### src/rtl/delta_decoder_accum.sv
// Delta decoder: rebuilds absolute values from {carry, difference} pairs by running
// accumulation, one registered output stage with valid/ready on both sides, fixed-length frames.
module delta_decoder_accum #(
    parameter int SIZE      = 5,
    parameter int FRAME_LEN = 16
) (
    input  logic            clk,
    input  logic            rst,
    input  logic            in_valid,
    output logic            in_ready,
    input  logic [SIZE-1:0] in_diff,
    input  logic            in_carry,
    output logic            out_valid,
    input  logic            out_ready,
    output logic [SIZE-1:0] out_data,
    output logic            out_last,
    output logic            err
);
    localparam int CNT_W = (FRAME_LEN > 2) ? $clog2(FRAME_LEN) : 1;
    localparam logic [CNT_W-1:0] CNT_LAST = CNT_W'(FRAME_LEN - 1);

    typedef enum logic {EMPTY, FULL} state_t;

    state_t                  state;
    logic [SIZE-1:0]         acc;
    logic [CNT_W-1:0]        cnt;
    logic                    vld_p0;
    logic                    last_p0;
    logic signed [SIZE:0]    delta_p0;
    logic signed [SIZE+1:0]  acc_ext_p0;
    logic signed [SIZE+1:0]  delta_ext_p0;
    logic signed [SIZE+1:0]  sum_p0;

    // acc is 0..2^SIZE-1 and delta is -2^SIZE..2^SIZE-1, so the sum spans -2^SIZE..2^(SIZE+1)-2:
    // negative sets the top bit, above the value range sets bit SIZE.
    function automatic logic out_of_range(input logic signed [SIZE+1:0] s);
        return s[SIZE+1] | s[SIZE];
    endfunction

    function automatic logic [SIZE-1:0] wrap(input logic signed [SIZE+1:0] s);
        return s[SIZE-1:0];
    endfunction

    assign in_ready  = (state == EMPTY) || out_ready;
    assign out_valid = (state == FULL);
    assign vld_p0    = in_valid && in_ready;
    assign last_p0   = (cnt == CNT_LAST);

    // Stage p0: decode the delta and add it to the running value
    assign delta_p0     = $signed({~in_carry, in_diff});
    assign acc_ext_p0   = $signed({2'b00, acc});
    assign delta_ext_p0 = {delta_p0[SIZE], delta_p0};
    assign sum_p0       = acc_ext_p0 + delta_ext_p0;

    // Stage p1: output register, accumulator and frame counter
    always_ff @(posedge clk or posedge rst) begin
        if (rst) begin
            state    <= EMPTY;
            out_data <= '0;
            out_last <= 1'b0;
            err      <= 1'b0;
            acc      <= '0;
            cnt      <= '0;
        end else if (vld_p0) begin
            state    <= FULL;
            out_data <= wrap(sum_p0);
            out_last <= last_p0;
            if (out_of_range(sum_p0))
                err <= 1'b1;
            if (last_p0) begin
                acc <= '0;
                cnt <= '0;
            end else begin
                acc <= wrap(sum_p0);
                cnt <= cnt + 1'b1;
            end
        end else if (out_ready) begin
            state <= EMPTY;
        end
    end
endmodule

### config.mk
export PLATFORM = sky130hd
export DESIGN_NAME = delta_decoder_accum
export DESIGN_NICKNAME = d
export VERILOG_FILES = /design/src/rtl/delta_decoder_accum.sv
export SDC_FILE = /design/constraint.sdc
export NUM_CORES = 1
export LEC_CHECK = 0
export CAP_MARGIN = 20
export CORE_UTILIZATION = 49
export DETAILED_ROUTE_END_ITERATION = 10
export GPL_ROUTABILITY_DRIVEN = 0
export PLACE_DENSITY_LB_ADDON = 0.15
export SYNTH_ARGS = -nofsm -noshare
export SYNTH_HDL_FRONTEND = slang
export SYNTH_SLANG_ARGS = --single-unit
### constraint.sdc
create_clock -name clk -period 2 [get_ports clk]
set_input_delay 0.4 -clock clk [delete_from_list [all_inputs] [get_ports clk]]
set_output_delay 0.4 -clock clk [all_outputs]
set_load 0.005 [all_outputs]
* Word-level counts from Yosys, hierarchy flattened *
Index checks and enable logic that the tools add are counted.

word-level totals
  register bits = 17
  output and inout bits = 9
  logic and storage cells = 20

operators by class
  add/sub/neg operators = 2
  eq/ne operators = 1
  mux-type cells = 4
  bitwise operators = 3
  reduce and logical (&&, ||, !) cells = 4

operators by type and width
  kind                                         number
  adder 6 x 6 -> 7 bit                         1
  two-way mux 5 bit                            1
  adder 4 x 1 -> 4 bit, second input constant  1
  equality test 4 bit, second input constant   1
  two-way mux 4 bit                            1
  two-way mux 1 bit                            2
  inverter 1 bit                               2
  AND reduction 2 bit                          1
  nonzero test 2 bit                           1
  logical AND 1 bit                            1
  logical OR 1 bit                             1
  OR 1 bit                                     1

* Depth between registers and ports, before layout *
  depth after elaboration = 4
  mapped depth = 7

* Worst setup path after synthesis *
Ideal clock, no wire load.

  path type = input-to-reg
  start = input in_diff[0]
  end = register out_data[4]
  library setup time = 0.125 ns
  data arrival time = 1.603 ns
  required time = 1.875 ns
  setup slack = 0.272 ns
  cell stages on the path = 7
  buffers on the path = 0
  path through = ha_1 > inv_1 > fa_1 > nand2b_1 > a21oi_2 > xnor2_1 > mux2_4

on the way
  cells in the longest elaborated chain, start to end = 1

RTL lines
  item                    line  RTL
  start: declaration      11    input logic [SIZE-1:0] in_diff,
  adder 6 x 6 -> 7 bit    53    assign sum_p0 = acc_ext_p0 + delta_ext_p0;
  end signal: assignment  66    out_data <= wrap(sum_p0);
  end: declaration        15    output logic [SIZE-1:0] out_data,

Every way passes these cells.
A chain may end at the register's enable or synchronous reset.

* Final worst setup path *
Ends and elaborated chain as after synthesis.

==> out/summary.md <==
The setup slack of the critical path after layout is 66.8 ps, and the maximum operating frequency is 0.517 GHz. The worst setup path is captured at a flip-flop. Clock tree synthesis selected as its root buffer the cell sky130_fd_sc_hd__clkbuf_4.

The clock passes through at most 2 buffers. Broken down by cell family, the worst path's largest delay share belongs to adder cells. The tools report the maximum ir drop on the vdd rail as 0.000840 V. By startpoint and endpoint, the worst setup path is classified as input pin to flip-flop. The most used flip-flop cell after synthesis was sky130_fd_sc_hd__dfrtp_1.

The share of the synthesized area in the top cell type is 0.476. Using the TritonRoute via totals, the vias-per-cell ratio works out to 5.24. Synthesis handed over a netlist of 84 instances. The share of synthesized flip-flops with an asynchronous set or reset was 1.00.

The global-route congestion overflow total is 0, and the die boundary width is 44.7 um. The critical path buffer and inverter count came out at 2. For the pin with the worst max-slew slack, the measured transition is 398 ps. The average instance in the mapped netlist occupies 10.6 um^2. The tools report the fraction of met2 tracks used by global routing as 0.309.

In this run the remaining antenna-violating nets after routing total 0. The I/O pin count is 19. The worst path needs 1930 ps of the cycle, external delays included.

The number of enable flip-flop cells after synthesis was 0; the count of warnings emitted by yosys was 0. After detailed routing, the average wire length per cell comes to 12.8 um. The initial antenna violation count was 0.

The number of pins with negative max-slew slack in the final report came out at 0. At the later pin of the worst-skew pair, clock insertion delay measures 290 ps. Total global-route track usage: 0.194. Counting every sink on the clock net gives 17. Cell with the biggest individual delay on the critical path: sky130_fd_sc_hd__clkdlybuf4s50_1.

In the final timing run, aggregate negative setup slack is 0 ps. The sequential-to-total area share from yosys stat was 0.476; the post-route clock period utilization was 0.967. The category of the worst setup path launch point is an input pin. In this run, the number of DRC markers left after iteration 0 of detailed routing was 11. After synthesis the netlist holds a flip-flop and latch count of 17. Summing all placed instances gives a cell area of 1130 um^2. The global routing stage identified its most utilized layer as met2.

Across the run, the number of max-cap violations was 0. The total iterations of the first detailed-routing run was 4. Yosys attributes the largest share of cell area to sky130_fd_sc_hd__dfrtp_1, sky130_fd_sc_hd__ha_1, sky130_fd_sc_hd__mux2_4, sky130_fd_sc_hd__nand2_1, sky130_fd_sc_hd__inv_1.

The die is 44.7 um tall. Most used standard cell by instance count after synthesis: sky130_fd_sc_hd__dfrtp_1. Of all nets on the critical path, the largest fanout is 2. The worst-case headroom to the max-slew limit came out at 0.734. For the worst setup path, the data required time is 2190 ps. The via count of the first global-routing pass came out at 643. In this run the power density over the cells is 1270 nW/um^2.

After synthesis the cells add up to 893 um^2. Summing all non-filler instances in the final layout gives an area of 1180 um^2. The synthesized design spends more area on one cell type than any other, namely sky130_fd_sc_hd__dfrtp_1. The H-tree level count came out at 1. The largest single stage delay on the critical path is 470 ps.

In this run the worst hold path is classified as input pin to asynchronous set/reset pin. The post-synthesis net count is 101, and the row count is 15. Traced cell by cell, the critical path runs through clkdlybuf4s50_1 -> ha_2 -> inv_1 -> fa_2 -> nand2b_4 -> a21oi_4 -> xnor2_1 -> mux2_4.

The total CTS buffers came out at 3. The HPWL after detailed placement is 1.24 mm. The area growth from synthesis to layout is 32.1%.

The run finished with clean final reports. The fraction of final layout cells with drive strength greater than 1 works out to 0.173. The tools report the number of nets in the layout as 128. The core region is 1730 um^2. The count of different cell masters after synthesis was 26. TritonCTS built the clock tree. Setup violations remaining at the end of the flow were counted as 0.

After filler insertion, the fill cell instance count of the layout stands at 149. Summed over all layers, the routed wires come to 1.72 mm. The run gives 0.517 as the effective utilization at floorplan. Clock-pin slew was measured on the worst setup and hold paths at 100 ps. The number of antenna diodes in the final layout is 0. The count of buffers inserted at the top-level ports was 18; the largest net degree at the start of global routing was 18. The met3 track utilization from global routing was 0.0280; the final worst clock skew was 5.68 ps.

The logs give 0.262 for the met1 track demand over resource and -293 ps for the post-place setup slack. For this run, design rule violations remaining after detail routing come to 0. The final hold violation count is 0, and the full die area is 2000 um^2. The first global-routing pass estimated 2.81 mm of wire.

Data arrives at the worst endpoint at 2120 ps. Across all hold checks on the routed design, the worst slack comes to 415 ps. The run gives 1.50 mW as the total chip power.

The static leakage power is 0.545 nW, and the number of vias in the routed layout is 708. Sorting the synthesized cells by how often they occur yields sky130_fd_sc_hd__dfrtp_1, sky130_fd_sc_hd__nand2_1, sky130_fd_sc_hd__inv_1. The buffers inserted during post-CTS setup optimization is 0.
cells in the final DEF (no fill, tap or decap):
cell,n
sky130_fd_sc_hd__xor2_1,1
sky130_fd_sc_hd__clkdlybuf4s50_1,18
sky130_fd_sc_hd__o22ai_1,2
sky130_fd_sc_hd__o221a_2,1
sky130_fd_sc_hd__o21bai_1,1
sky130_fd_sc_hd__inv_1,7
sky130_fd_sc_hd__a22o_1,3
sky130_fd_sc_hd__a22o_2,1
sky130_fd_sc_hd__mux2_4,3
sky130_fd_sc_hd__or3_1,1
sky130_fd_sc_hd__nor2_1,3
sky130_fd_sc_hd__nand2_1,12
sky130_fd_sc_hd__clkbuf_1,1
sky130_fd_sc_hd__a21oi_4,1
sky130_fd_sc_hd__o21ai_0,5
sky130_fd_sc_hd__and3_1,1
sky130_fd_sc_hd__buf_4,6
sky130_fd_sc_hd__nand2b_1,1
sky130_fd_sc_hd__nand4_1,2
sky130_fd_sc_hd__fa_2,1
sky130_fd_sc_hd__and2_1,1
sky130_fd_sc_hd__xnor2_1,3
sky130_fd_sc_hd__dfrtp_1,17
sky130_fd_sc_hd__ha_1,5
sky130_fd_sc_hd__a21oi_1,4
sky130_fd_sc_hd__clkbuf_4,3
sky130_fd_sc_hd__nand3_1,3
sky130_fd_sc_hd__nand2b_4,2
sky130_fd_sc_hd__ha_2,1
final timing paths:
path                               endpoint  slack (ps)  depth (start not counted)       start
worst min register to register     out_last         490                          2    out_last
worst max-delay path            out_data[4]          70                          8  in_diff[0]
min in group clk                   out_last         490                          2    out_last
worst min-delay path                 acc[4]         410                          3         rst
max in group asynchronous            cnt[3]        1390                          3         rst
worst max register to register  out_data[4]         290                          7      acc[0]
through the flow:
stage	utilization	instances
2_1_floorplan	-	84
3_3_place_gp	0.657	131
3_5_place_dp	0.657	131
4_1_cts	0.672	135
5_1_grt	0.683	135
6_report	0.683	135
layer usage:
metal	vias up	share of wire	wire length (um)
met5	-	0	0
li1	347	-	-
met3	4	0.042	73
met2	17	0.47	805
met1	340	0.48	821
met4	0	0.013	23
power by group:
group	total (mW)	switching [mW]	internal, mW
Sequential	0.587	0.101	0.486
Combinational	0.728	0.301	0.427
Clock	0.187	0.109	0.0776
Total	1.50	0.511	0.991
cell type report:
type	instances	area, um^2	share of cell area
sequential	17	425	0.361
tap	25	31.3	0.0265
timing repair buffer	24	225	0.191
inverter	7	26.3	0.0223
multi-input combinational	58	445	0.378
clock buffer	4	26.3	0.0223
state kept, by name (all words and copies together) (netlist names):
register and count:
acc 5, out_data 5, cnt 4, err 1, out_last 1, out_valid 1
worst register-to-register path: cells and delay by family (launching register included):
family                     cells  cell delay (ps)
muxes                          1              260
xor gates and xnor gates       1               90
and+or+nand+nor                1              160
buffers and inverters          1               50
DFF                            1              360
adders and majority gates      2              530
AOI/OAI and AO/OA              1              160
timing repair:
item	in CTS	in global routing
endpoints found under the setup margin	0	3
hold buffers	0	0
resized for setup	0	4
kinds of logic after synthesis:
family,after synthesis,synth area share
mux,3,0.0504
compound gates,18,0.136
buf+inv,9,0.0476
flops,17,0.476
simple gates,26,0.144
fa+ha+maj,7,0.106
xor+xnor,4,0.0392
(Power assumes the default switching activity.)
